### src/rtl/mod_sync_ctrl.sv
// mod_sync_ctrl: master end of mod_sync_if. Stages host config, commits it atomically on init
// and aligns the modulator to the re-timed ECAT SYNC0. Debug outputs enabled by MOD_SYNC_DBG_EN.
module mod_sync_ctrl #(
    parameter int CLK_FREQ      = 20480000,
    parameter int REF_CLK_FREQ  = 40000,
    parameter int SETTLE_CYCLES = 128
) (
    input  logic        CLK,
    input  logic        RST,
    input  logic        ECAT_SYNC0,
    input  logic        CFG_WE,
    input  logic [7:0]  CFG_ADDR,
    input  logic [15:0] CFG_DATA,
    output logic        SYNC,
    output logic        REF_CLK_TICK,
    output logic        MOD_CLK_INIT,
    output logic [15:0] MOD_CLK_CYCLE,
    output logic [15:0] MOD_CLK_DIV,
    output logic [63:0] MOD_CLK_SYNC_TIME_NS,
    output logic        BUSY,
    output logic [15:0] SYNC_CNT,
    output logic        SYNC_MISS
);
    localparam int TICK_DIV = CLK_FREQ / REF_CLK_FREQ;
    localparam int TW       = $clog2(TICK_DIV);
    localparam int SW       = ($clog2(SETTLE_CYCLES + 1) < 1) ? 1 : $clog2(SETTLE_CYCLES + 1);
    localparam logic [TW-1:0] TICK_LAST   = TW'(TICK_DIV - 1);
    localparam logic [SW-1:0] SETTLE_LOAD = SW'(SETTLE_CYCLES);

    typedef enum logic [1:0] { IDLE, SETTLE, ARMED, RUN } state_t;

    state_t        state, state_next;
    logic [SW-1:0] settle_cnt, settle_next;
    logic [TW-1:0] tick_cnt;
    logic          sync_ff1, sync_ff2, sync_ff3, s_edge;
    logic          init_req, fwd;
    logic [15:0]   stg_cycle, stg_div;
    logic [63:0]   stg_time;

    assign init_req = CFG_WE && (CFG_ADDR == 8'h00) && CFG_DATA[0];
    assign BUSY     = (state == SETTLE) || (state == ARMED);

    // Two flops for metastability, a third to find the rising edge; s_edge is registered
    always_ff @(posedge CLK or posedge RST) begin
        if (RST) begin
            sync_ff1 <= 1'b0;
            sync_ff2 <= 1'b0;
            sync_ff3 <= 1'b0;
            s_edge   <= 1'b0;
        end else begin
            sync_ff1 <= ECAT_SYNC0;
            sync_ff2 <= sync_ff1;
            sync_ff3 <= sync_ff2;
            s_edge   <= sync_ff2 & ~sync_ff3;
        end
    end

    always_ff @(posedge CLK or posedge RST) begin
        if (RST) begin
            stg_cycle <= '0;
            stg_div   <= '0;
            stg_time  <= '0;
        end else if (CFG_WE) begin
            case (CFG_ADDR)
                8'h01:   stg_cycle        <= CFG_DATA;
                8'h02:   stg_div          <= CFG_DATA;
                8'h03:   stg_time[15:0]   <= CFG_DATA;
                8'h04:   stg_time[31:16]  <= CFG_DATA;
                8'h05:   stg_time[47:32]  <= CFG_DATA;
                8'h06:   stg_time[63:48]  <= CFG_DATA;
                default: ;
            endcase
        end
    end

    // An init write overrides everything, including an edge arriving in the same cycle
    always_comb begin
        state_next  = state;
        settle_next = settle_cnt;
        fwd         = 1'b0;
        case (state)
            IDLE:   fwd = s_edge;
            SETTLE: begin
                if (settle_cnt <= SW'(1)) begin
                    state_next  = ARMED;
                    settle_next = '0;
                end else begin
                    settle_next = settle_cnt - 1'b1;
                end
            end
            ARMED: begin
                if (s_edge) begin
                    fwd        = 1'b1;
                    state_next = RUN;
                end
            end
            RUN:     fwd = s_edge;
            default: state_next = IDLE;
        endcase
        if (init_req) begin
            state_next  = SETTLE;
            settle_next = SETTLE_LOAD;
            fwd         = 1'b0;
        end
    end

    // INIT is only cleared once in RUN, so the consumer still sees it high alongside the aligning SYNC
    always_ff @(posedge CLK or posedge RST) begin
        if (RST) begin
            state                <= IDLE;
            settle_cnt           <= '0;
            SYNC                 <= 1'b0;
            MOD_CLK_INIT         <= 1'b0;
            MOD_CLK_CYCLE        <= '0;
            MOD_CLK_DIV          <= '0;
            MOD_CLK_SYNC_TIME_NS <= '0;
        end else begin
            state      <= state_next;
            settle_cnt <= settle_next;
            SYNC       <= fwd;
            if (init_req) begin
                MOD_CLK_INIT         <= 1'b1;
                MOD_CLK_CYCLE        <= stg_cycle;
                MOD_CLK_DIV          <= stg_div;
                MOD_CLK_SYNC_TIME_NS <= stg_time;
            end else if (state == RUN) begin
                MOD_CLK_INIT <= 1'b0;
            end
        end
    end

    always_ff @(posedge CLK or posedge RST) begin
        if (RST) begin
            tick_cnt <= '0;
        end else if (SYNC || (tick_cnt == TICK_LAST)) begin
            tick_cnt <= '0;
        end else begin
            tick_cnt <= tick_cnt + 1'b1;
        end
    end

    assign REF_CLK_TICK = (tick_cnt == TICK_LAST) && !SYNC;

`ifdef MOD_SYNC_DBG_EN
    always_ff @(posedge CLK or posedge RST) begin
        if (RST) begin
            SYNC_CNT  <= '0;
            SYNC_MISS <= 1'b0;
        end else begin
            if (fwd) begin
                SYNC_CNT <= SYNC_CNT + 16'd1;
            end
            if (init_req) begin
                SYNC_MISS <= 1'b0;
            end else if ((state == SETTLE) && s_edge) begin
                SYNC_MISS <= 1'b1;
            end
        end
    end
`else
    assign SYNC_CNT  = '0;
    assign SYNC_MISS = 1'b0;
`endif

endmodule

### config.mk
export PLATFORM = sky130hd
export DESIGN_NAME = mod_sync_ctrl
export DESIGN_NICKNAME = d
export VERILOG_FILES = /design/src/rtl/mod_sync_ctrl.sv
export SDC_FILE = /design/constraint.sdc
export NUM_CORES = 1
export LEC_CHECK = 0
export ABC_AREA = 0
export CAP_MARGIN = 20
export CORE_MARGIN = 3
export CORE_UTILIZATION = 59
export CTS_BUF_LIST = sky130_fd_sc_hd__clkbuf_8
export CTS_CLUSTER_DIAMETER = 120
export DETAILED_ROUTE_END_ITERATION = 10
export PLACE_DENSITY = 0.87
export SLEW_MARGIN = 20
export SYNTH_ARGS = -nofsm -noshare
export SYNTH_HDL_FRONTEND = slang
export SYNTH_SLANG_ARGS = --single-unit
### constraint.sdc
create_clock -name CLK -period 21 [get_ports CLK]
set_input_delay 2.1 -clock CLK [delete_from_list [all_inputs] [get_ports CLK]]
set_output_delay 2.1 -clock CLK [all_outputs]
set_load 0.05 [all_outputs]
=== Yosys cells after proc, flatten, opt, wreduce, memory -nomap -nowiden ===
Cells that the tools add are included.

* Bitwise logic cells: 2
* Equal/unequal tests: 12
* Add/subtract/negate cells: 2
* Reductions and logical operators: 19
* Multiplexer cells: 13
* Magnitude comparators: 1

{| class="wikitable"
|+ Operators by type and width
! operator !! number
|-
| 8-bit by 3-bit == test with 1-bit output, second input constant || 3
|-
| 8-bit two-way mux || 3
|-
| 8-bit by 2-bit == test with 1-bit output, second input constant || 2
|-
| 2-bit AND reduction || 6
|-
| 9-bit by 1-bit adder with 9-bit output, second input constant || 1
|-
| 9-bit == test, second input constant || 1
|-
| 9-bit two-way mux || 1
|-
| 8-bit by 1-bit == test with 1-bit output, second input constant || 1
|-
| 8-bit by 1-bit less-or-equal comparator with 1-bit output, second input constant || 1
|-
| 8-bit zero test || 1
|-
| 8-bit by 1-bit subtractor with 8-bit output, second input constant || 1
|-
| 2-bit two-way mux || 3
|-
| 2-bit == test, second input constant || 2
|-
| 1-bit two-way mux || 4
|-
| 2-bit case mux with 2 select lines || 1
|-
| 2-bit nonzero test || 2
|-
| 1-bit logical AND || 3
|-
| 3-bit by 2-bit inequality test with 1-bit output, second input constant || 1
|-
| 3-bit inequality test, second input constant || 1
|-
| 3-bit AND reduction || 1
|-
| 3-bit nonzero test || 1
|-
| 2-bit by 1-bit == test with 1-bit output, second input constant || 1
|-
| 2-bit zero test || 1
|-
| 1-bit logical OR || 2
|-
| 5 further kinds || 5
|}

* Word-level logic and storage cells: 67
* Output and inout bits: 117
* Register bits: 217
* Bits of input ports: 28

=== Depth between registers and ports, before layout ===
Gate-level depths: netlist of the first run.

* Word-level depth: 5
* Gate-level depth with buffers: 7
* Depth with buffers taken out: 6

=== Worst setup path after synthesis of the first run ===
OpenSTA, ideal clock, no wires.

* Path type: flip-flop to output port
* Start: reg tick_cnt[3]
* End: out REF_CLK_TICK
* Stages on the path, launching flop included: 6
* Buffers on the path: 0
* Data arrival time: 1.715 ns
* Data required time: 18.900 ns
* Slack: 17.185 ns
* Cell sequence: dfrtp_1 and3_1 and3_1 and3_1 ha_1 nor2b_1

* Cells in the longest elaborated chain, start to end: 2

{| class="wikitable"
|+ Ends and longest elaborated chain
! what !! line !! source
|-
| from (decl) || 34 || <nowiki>logic [TW-1:0] tick_cnt;</nowiki>
|-
| from (signal assigned) || 138 || <nowiki>tick_cnt <= tick_cnt + 1'b1;</nowiki>
|-
| 9-bit == test || 142 || <nowiki>assign REF_CLK_TICK = (tick_cnt == TICK_LAST) && !SYNC;</nowiki>
|-
| 1-bit logical AND || 142 ||
|-
| to (decl) || 15 || <nowiki>output logic REF_CLK_TICK,</nowiki>
|}

Every way passes these cells.

=== Worst setup path in the final report of the first run ===
Same ends and word-level chain as after synthesis.

==> results of run 1 <==
state kept, by name, indices dropped and copies added, names as in the netlist:
name,count
MOD_CLK_CYCLE,16
sync_ff3,1
MOD_CLK_SYNC_TIME_NS,64
stg_cycle,16
settle_cnt,8
MOD_CLK_INIT,1
SYNC,1
sync_ff2,1
MOD_CLK_DIV,16
state,2
s_edge,1
stg_div,16
tick_cnt,9
sync_ff1,1
stg_time,64
path summary, 6_finish.rpt:
path | startpoint | endpoint | slack, ps | depth (start not counted)
max | tick_cnt[3]$_DFF_PP0_ | REF_CLK_TICK | 16390 | 6
min | sync_ff1$_DFF_PP0_ | sync_ff2$_DFF_PP0_ | 350 | 0
max reg2reg | settle_cnt[0]$_DFFE_PP0P_ | settle_cnt[5]$_DFFE_PP0P_ | 19000 | 6
min reg2reg | sync_ff1$_DFF_PP0_ | sync_ff2$_DFF_PP0_ | 350 | 0
max in group asynchronous | RST | stg_time[61]$_DFFE_PP0P_ | 17330 | 3
min in group asynchronous | RST | MOD_CLK_SYNC_TIME_NS[13]$_DFFE_PP0P_ | 2230 | 2
power by group:
part           switching (mW)  internal (mW)  leakage [nW]
sequential             0.0111          0.434          2.96
clock                   0.162          0.189         0.397
combinational          0.0339         0.0217          1.98
total                   0.207          0.645          5.34
stage by stage:
stage	util, %	power (mW)	cell area (um2)
finish	75.1	0.851	10600
detailed placement	70.2	0.508	9900
global route	75.1	0.886	10600
floorplan	-	0.490	8680
global placement	70.2	0.504	9900
CTS	75.1	0.858	10600
worst register-to-register path: cells and delay by family (launching register included):
kind	cells	cell delay, ps
compound gates	1	130
fa+ha+maj	1	230
buf+inv	1	70
flops	1	420
simple gates	3	1070
cell usage in the layout, fill, tap and decap left out, types with 2 or more instances in the layout:
cell,netlist,routed
nand2_1,9,9
nand3_1,6,6
nor2_1,15,15
clkbuf_8,0,44
ha_1,8,8
nand4_1,2,2
conb_1,1,17
or4_1,2,2
inv_1,11,22
a21oi_1,8,8
clkinv_2,0,3
xor2_1,3,3
mux2i_1,2,2
and3b_1,3,3
or3_1,5,5
clkdlybuf4s50_1,0,127
or3b_1,2,2
dfrtp_1,217,217
and3_1,6,5
mux2_2,171,171
or2_2,2,2
mux2_4,20,20
buf_4,29,2
nor2b_1,2,2
o21ai_0,4,4
xnor2_1,3,3
routing by layer:
layer,track usage (%),vias up,wire length (um),part of all wire [%]
met2,37.8,137,8880,50
met3,4.63,25,879,4.9
met5,0,-,0,0
li1,-,2181,-,-
met1,31.2,2539,7870,44
met4,6.81,0,282,1.6
kinds of logic (layout without fill, tap and decap cells):
logic type,count (synthesis),in the layout,share of synthesized area [%]
flops,217,217,63.0
simple gates,60,60,4.07
mux,194,194,26.2
buf+inv,52,201,3.95
compound gates,15,15,0.958
fa+ha+maj,8,8,1.16
xor+xnor,6,6,0.610
other cells,1,17,0.0435
cell type report:
type,count,area [um2]
Clock inverter,17,76.3
Timing Repair Buffer,129,1290
Tap cell,180,225
Inverter,11,48.8
Clock buffer,44,606
Sequential cell,217,5430
Fill cell,871,3510
Multi-Input combinational cell,300,2910
==> run metrics, run 1 <==
outcome completed; RSZ-0062 raised after global routing false; vias per inst 5.44; clk_lat worst skew 510 ps; most frequent cell on the critical path and3_1; CP peak stage delay 800 ps; crit path DAT 2510 ps; CTS tree built; grt total ovfl 0; CTS buffer count 35; # Max-Cap Violations 0; Synth top area share 63.0%; pins over their slew limit 0; post-CTS sizing 0; Clock transition at path regs 60 ps; die height 127 um; core area 0.0141 mm2; CP cell instances and3_1 > and3_1 > and3_1 > ha_1 > nor2b_1 > clkdlybuf4s50_1; Post-synth top cells dfrtp_1 (217), mux2_2 (171), buf_4 (29); Worst Path Required 18900 ps; Setup crit end kind output port; maximum fanout along the worst path 4; worst ir drop on vdd 0.0554 mV; Final Hold Fails 0; drt total wl 17900 um; Cells after DPL 837; syn_area_per_cell 15.6 um2; clk root buf clkbuf_8; via count 4882; non-filler cells in the finished layout 898; leak pwr 5.34 nW; largest delay contributor family on the critical path buffers and inverters; clk sinks 217; Layout area overhead 22.8%; setup repair bufs after CTS 0; first-pass GRT wire length 29000 um; count leader, synth dfrtp_1; Synth Flop Type dfrtp_1; Buf/Inv on CP 1; Max-slew headroom 29.4%; Pwr Density 80.4 mW/mm2; Hold WS 351 ps; layout cell share with drive strength beyond 1 34.7%; H-tree levels 2; synthesized area 0.00862 mm2; Setup Slack @ Placement 16090 ps; register area share after synthesis 63.0%; Tmin final 4610 ps; initial antenna violation count 0; Global Route Usage Sum 22.9%; Longest Clk Path Bufs 3; DRC 0; DIE WIDTH 127 um; fmax 217 MHz; Post-Route Setup TNS 0 ps; Yosys reg bits 217; Hold WC Path Type reg -> reg; Post-synth EDFFs 0; Gate Count Post-Synth 553; largest net degree at the start of global routing 146; vias in the first global route 5378; Final WS setup 16390 ps; diode count 0; WS Path Type reg -> out; Final setup viols 0; Tightest Pin Transition 1060 ps; I/O pin total 145; Crit-path slowest cell clkdlybuf4s50_1; Synth Warn # 0; final worst path period share 22.0%; HPWL after DPL 11500 um; nets 730; largest cells by area after synthesis dfrtp_1 (63%), mux2_2 (22%), mux2_4 (3.5%), buf_4 (2.5%), ha_1 (1.2%); CP Launch Type flop; gpl congestion 0.808; Yosys cell types 36; violation count after the first detailed-route iteration 225; initial core utilization 61.1%; PortBufs 127; # hold bufs at CTS 0; DRT antenna net count 0; clock skew 11.8 ps; Synth area leader dfrtp_1; Synth async-reset ratio 100%; area of the die 0.0161 mm2; std cell rows 43; drt pass-1 iters 4; DR WL/cell 19.9 um
Power figures use the tool's default switching activity.
==> inputs of run 2 (changes only) <==
--- a/config.mk
+++ b/config.mk
@@ -8,11 +8,11 @@
 export ABC_AREA = 0
 export CAP_MARGIN = 20
 export CORE_MARGIN = 3
-export CORE_UTILIZATION = 59
+export CORE_UTILIZATION = 55
 export CTS_BUF_LIST = sky130_fd_sc_hd__clkbuf_8
 export CTS_CLUSTER_DIAMETER = 120
 export DETAILED_ROUTE_END_ITERATION = 10
-export PLACE_DENSITY = 0.87
+export PLACE_DENSITY = 0.82
 export SLEW_MARGIN = 20
 export SYNTH_ARGS = -nofsm -noshare
 export SYNTH_HDL_FRONTEND = slang
==> constraint.sdc (replaced) <==
create_clock -name CLK -period 4.5 [get_ports CLK]
set_input_delay 0.45 -clock CLK [delete_from_list [all_inputs] [get_ports CLK]]
set_output_delay 0.45 -clock CLK [all_outputs]
set_load 0.05 [all_outputs]
==> run 2 against run 1 <==
Sequential cell count unchanged. Die area increased by 6.9%. Hold slack worse by 2.4 ps. Critical path type unchanged.
==> run metrics, run 2 (synthesis results as in run 1) <==
first-pass GRT wire length 28500 um (-1.7%); # hold bufs at CTS 0 (unchanged); Final Util 70.1% (-4.9 points); maximum fanout along the worst path 4 (unchanged); reg2reg path depth 6 (unchanged); initial core utilization 56.5% (-4.7 points); Clock transition at path regs 60 ps (about the same); RSZ-0062 raised after global routing false; HPWL after DPL 11600 um (+0.89%); clk root buf clkbuf_8; largest registers MOD_CLK_SYNC_TIME_NS (64), stg_time (64); DRT antenna net count 0 (unchanged); Final setup viols 0 (unchanged); Hold WS 349 ps (-2.41 ps); I/O pin total 145 (unchanged); Final WS setup 1540 ps (-14850 ps); core area 0.0153 mm2 (+8.2%); H-tree levels 2 (unchanged); CP cell instances and3_1 > and3_1 > and3_1 > ha_1 > nor2b_1 > clkdlybuf4s50_1; worst hold endpoint sync_ff2$_DFF_PP0_; WS Path Type reg -> out; DP Area 0.00996 mm2 (+0.63%); Cells after DPL 870 (+3.9%); die height 131 um (+3.4%); most frequent cells in the layout dfrtp_1 (217), mux2_2 (171), clkdlybuf4s50_1 (127); initial antenna violation count 0 (unchanged); via count 4968 (+1.8%); setup repair bufs after CTS 0 (unchanged); FF-to-FF setup slack 2450 ps (-16550 ps); Longest Clk Path Bufs 3 (unchanged); Setup Slack @ Placement 1420 ps (-14670 ps); crit path DAT 2510 ps (about the same); Final Cell Area 0.0107 mm2 (+1.1%); reg2reg start settle_cnt[0]$_DFFE_PP0P_; CTS tree built; DRC 0 (unchanged); CP peak stage delay 800 ps (about the same); non-filler cells in the finished layout 935 (+4.1%); DIE WIDTH 131 um (+3.4%); std cell rows 45 (+4.7%); Post-Route Setup TNS 0 ps (unchanged); worst hold stages 0 (unchanged); # Max-Cap Violations 0 (unchanged); drt pass-1 iters 4 (unchanged); pins over their slew limit 0 (unchanged); post-CTS sizing 0 (unchanged); grt total ovfl 0 (unchanged); layout cell share with drive strength beyond 1 35.4% (+0.68 points); PortBufs 127 (unchanged); most frequent cell on the critical path and3_1; drt total wl 17700 um (-1.0%); largest delay contributor family on the critical path buffers and inverters; Tightest Pin Transition 1100 ps (+43.7 ps); vias in the first global route 5445 (+1.2%); Setup crit end kind output port; Max-slew headroom 26.5% (-2.9 points); Final Hold Fails 0 (unchanged); vias per inst 5.31 (-2.3%); outcome completed; CP Launch Type flop; fmax 337 MHz; clk sinks 217 (unchanged); Hold WC Path Type reg -> reg; final worst path period share 65.9%; Buf/Inv on CP 1 (unchanged); DR WL/cell 19.0 um (-4.9%); Pwr Density 375 mW/mm2 (+370%); Worst Path Required 4050 ps (-14850 ps); diode count 0 (unchanged); gpl congestion 0.752 (-7.0%); largest net degree at the start of global routing 118 (-19%); Tmin final 2960 ps; Layout area overhead 24.2%; clk_lat worst skew 510 ps (about the same); leak pwr 5.36 nW (+0.55%); Power Total 4.01 mW (+370%); commonest non-fill, non-tap cell in the layout dfrtp_1; worst ir drop on vdd 0.241 mV (+340%); Crit-path slowest cell clkdlybuf4s50_1; worst r2r dst settle_cnt[5]$_DFFE_PP0P_; nets 734 (+0.55%); hold_sp sync_ff1$_DFF_PP0_; Global Route Usage Sum 20.6% (-2.4 points); violation count after the first detailed-route iteration 247 (+9.8%); CTS buffer count 36 (+2.9%); clock skew 16.7 ps (+4.85 ps); area of the die 0.0172 mm2 (+6.9%)
## run 2: cell types whose count changed in the layout (fill, tap and decap cells not counted), sizes merged
cell,delta
inv,-3
clkinvlp,+2
clkbuf,+1
clkinv,+3
buf,+3
## run 2: area by class of cell
class,count,area [um2]
Inverter,11,45.0
Timing Repair Buffer,132,1340
Sequential cell,217,5430
Fill cell,1055,4560
Multi-Input combinational cell,300,2910
Clock inverter,19,90.1
Clock buffer,45,619
Tap cell,211,264
## run 2: worst max-delay path by stage
| stage | cells after the start | from | slack, ps | endpoint |
|---|---|---|---|---|
| after global routing | 6 | tick_cnt[3]$_DFF_PP0_ | 1330 | REF_CLK_TICK |
| final | 6 | tick_cnt[3]$_DFF_PP0_ | 1540 | REF_CLK_TICK |
| after detailed placement | 5 | CFG_ADDR[7] | 1420 | MOD_CLK_SYNC_TIME_NS[49]$_DFFE_PP0P_ |
| after floorplan | 1 | RST | 1220 | MOD_CLK_CYCLE[0]$_DFFE_PP0P_ |
| after CTS | 6 | tick_cnt[3]$_DFF_PP0_ | 1490 | REF_CLK_TICK |
| after global placement | 5 | CFG_ADDR[7] | 1500 | MOD_CLK_SYNC_TIME_NS[48]$_DFFE_PP0P_ |
## run 2: power breakdown
part	switching [mW]	internal, mW	total (mW)
clock network	0.762	0.905	1.67
registers	0.0521	2.03	2.08
logic	0.162	0.104	0.267
total	0.976	3.04	4.01
## run 2: metal layers
metal / track usage, % / routed length, um / vias to the layer above
met4: 6.77 / 272 / 0
li1: - / - / 2198
met5: 0 / 0 / -
met2: 33.7 / 8830 / 139
met3: 4.90 / 963 / 26
met1: 27.4 / 7660 / 2605
==> inputs of run 3 (changes only) <==
--- a/config.mk
+++ b/config.mk
@@ -8,11 +8,11 @@
 export ABC_AREA = 0
 export CAP_MARGIN = 20
 export CORE_MARGIN = 3
-export CORE_UTILIZATION = 55
+export CORE_UTILIZATION = 50
 export CTS_BUF_LIST = sky130_fd_sc_hd__clkbuf_8
 export CTS_CLUSTER_DIAMETER = 120
 export DETAILED_ROUTE_END_ITERATION = 10
-export PLACE_DENSITY = 0.82
+export PLACE_DENSITY = 0.79
 export SLEW_MARGIN = 20
 export SYNTH_ARGS = -nofsm -noshare
 export SYNTH_HDL_FRONTEND = slang
==> constraint.sdc (replaced) <==
create_clock -name CLK -period 2.6 [get_ports CLK]
set_input_delay 0.26 -clock CLK [delete_from_list [all_inputs] [get_ports CLK]]
set_output_delay 0.26 -clock CLK [all_outputs]
set_load 0.05 [all_outputs]
==> run 3 against run 2 <==
Sequential cell count unchanged. Routed wire length increased by 0.32%. Count of clock-buffer cells in the layout decreased by 3. Non-clock buffer count increased by 14. Total power increased by 69%. Clock power increased by 63%. Worst setup slack got worse by 1400 ps. Critical endpoint is now BUSY.
==> run metrics, run 3 (synthesis results as in run 1) <==
gpl congestion 0.739 (-1.7%); post-CTS sizing 1 (+1); switching share of total power 24.1% (-0.27 points); crit path DAT 2180 ps (-330 ps); Tmin final 2440 ps; area of the die 0.0188 mm2 (+9.5%); core area 0.0167 mm2 (+9.5%); Buf/Inv on CP 3 (+2); CP Launch Type flop; met1 usage 25.4% (-2.0 points); Worst Path Required 2340 ps (-1710 ps); Global Route Usage Sum 19.6% (-0.97 points); via count 4921 (-0.95%); setup repair bufs after CTS 0 (unchanged); clock skew 11.5 ps (-5.20 ps); grt total ovfl 0 (unchanged); crit path from state[0]$_DFFE_PP0P_; reg2reg start settle_cnt[0]$_DFFE_PP0P_; Final Cell Area 0.0108 mm2 (+0.67%); clk root buf clkbuf_8; outcome completed; std cell rows 47 (+4.4%); M3 GR Usage 6.36% (+1.5 points); leak pwr 5.41 nW (+0.78%); Seq pwr share 53.0% (+1.2 points); largest registers MOD_CLK_SYNC_TIME_NS (64), stg_time (64); diode count 0 (unchanged); drt pass-1 iters 4 (unchanged); largest delay contributor family on the critical path buffers and inverters; first-pass GRT wire length 28500 um (about the same); pins over their slew limit 0 (unchanged); PortBufs 127 (unchanged); clk sinks 217 (unchanged); vias in the first global route 5429 (-0.29%); combinational share of power 6.8% (+0.2 points); CP cell instances inv_1 > ha_1 > inv_1 > clkdlybuf4s50_1; Power Total 6.79 mW (+69%); Setup crit end kind output port; maximum fanout along the worst path 5 (+1); fmax 409 MHz; DRC 0 (unchanged); clk_lat worst skew 520 ps (about the same); initial core utilization 51.6% (-4.9 points); final worst path period share 94.0%; Sw Pwr 1.63 mW (+67%); largest net degree at the start of global routing 63 (-47%); P_int 5.16 mW (+70%); CP peak stage delay 800 ps (about the same); Longest Clk Path Bufs 3 (unchanged); DR WL/cell 18.7 um (-1.5%); area of the multi-input gates 0.00291 mm2 (unchanged); drt total wl 17800 um (+0.32%); global-route track usage on met2 31.9% (-1.8 points); DIE WIDTH 137 um (+4.7%); # Max-Cap Violations 0 (unchanged); DP Area 0.0101 mm2 (+1.6%); # hold bufs at CTS 0 (unchanged); Register Area 0.00543 mm2 (unchanged); DRT antenna net count 0 (unchanged); CTS tree built; nets 748 (+1.9%); WS Path Type reg -> out; Final setup viols 0 (unchanged); Crit-path slowest cell clkdlybuf4s50_1; Clock transition at path regs 50 ps (about the same); GRT Max-Usage Layer met2; Max-slew headroom 58.9% (+32 points); violation count after the first detailed-route iteration 178 (-28%); most frequent cell on the critical path inv_1; commonest non-fill, non-tap cell in the layout dfrtp_1; most frequent cells in the layout dfrtp_1 (217), mux2_2 (171), clkdlybuf4s50_1 (126); HPWL after DPL 12200 um (+5.4%); die height 137 um (+4.7%); Hold WC Path Type in -> async; H-tree levels 2 (unchanged); FILL cells 1200 (+14%); vias per inst 5.17 (-2.7%); Final Hold Fails 0 (unchanged); initial antenna violation count 0 (unchanged); Clock Power Share 40.2% (-1.4 points); RSZ-0062 raised after global routing false; Pwr Density 630 mW/mm2 (+68%); Final Util 64.5% (-5.6 points); worst ir drop on vdd 0.415 mV (+72%); layout cell share with drive strength beyond 1 36.3% (+0.98 points); Hold WS 171 ps (-178 ps); CTS buffer count 36 (unchanged); I/O pin total 145 (unchanged); Tightest Pin Transition 616 ps (-487 ps); Layout area overhead 25.0%
-- run 3: per-layer routing --
layer | part of all wire (%) | vias up
met5 | 0 | -
met1 | 43 | 2543
li1 | - | 2228
met4 | 1.4 | 0
met2 | 50 | 130
met3 | 6.5 | 20
-- run 3: cell type report --
cell class / count / share of cell area, %
flip-flops and latches: 217 / 50.4
multi-input cells: 300 / 27.0
repair buffers: 146 / 13.5
clock buffers: 42 / 5.37
well taps: 220 / 2.56
clock inverters: 16 / 0.685
inverters: 11 / 0.418
-- run 3: path summary, 6_finish.rpt --
check / to / slack, ps / cells after the start
max: BUSY / 160 / 4
min: sync_ff1$_DFF_PP0_ / 170 / 2
max reg2reg: settle_cnt[5]$_DFFE_PP0P_ / 600 / 6
min reg2reg: sync_ff2$_DFF_PP0_ / 350 / 0
max in group asynchronous: stg_time[51]$_DFFE_PP0P_ / 1730 / 3
min in group CLK: sync_ff1$_DFF_PP0_ / 200 / 1
-- run 3: metrics by stage --
stage / setup TNS (ps) / setup slack, ps / cells
2_1_floorplan: -105490 / -486 / 569
3_3_place_gp: 0 / 300 / 894
3_5_place_dp: 0 / 209 / 894
4_1_cts: 0 / 31.2 / 952
5_1_grt: 0 / 59.2 / 952
6_report: 0 / 155 / 952
-- run 3: power by group through the flow --
| stage | Clock, mW | Combinational (mW) | Sequential [mW] |
|---|---|---|---|
| 2_1_floorplan | 0 | 0.319 | 3.64 |
| 3_3_place_gp | 0 | 0.442 | 3.64 |
| 3_5_place_dp | 0 | 0.469 | 3.65 |
| 4_1_cts | 2.82 | 0.471 | 3.60 |
| 5_1_grt | 2.96 | 0.515 | 3.61 |
| 6_report | 2.73 | 0.463 | 3.60 |
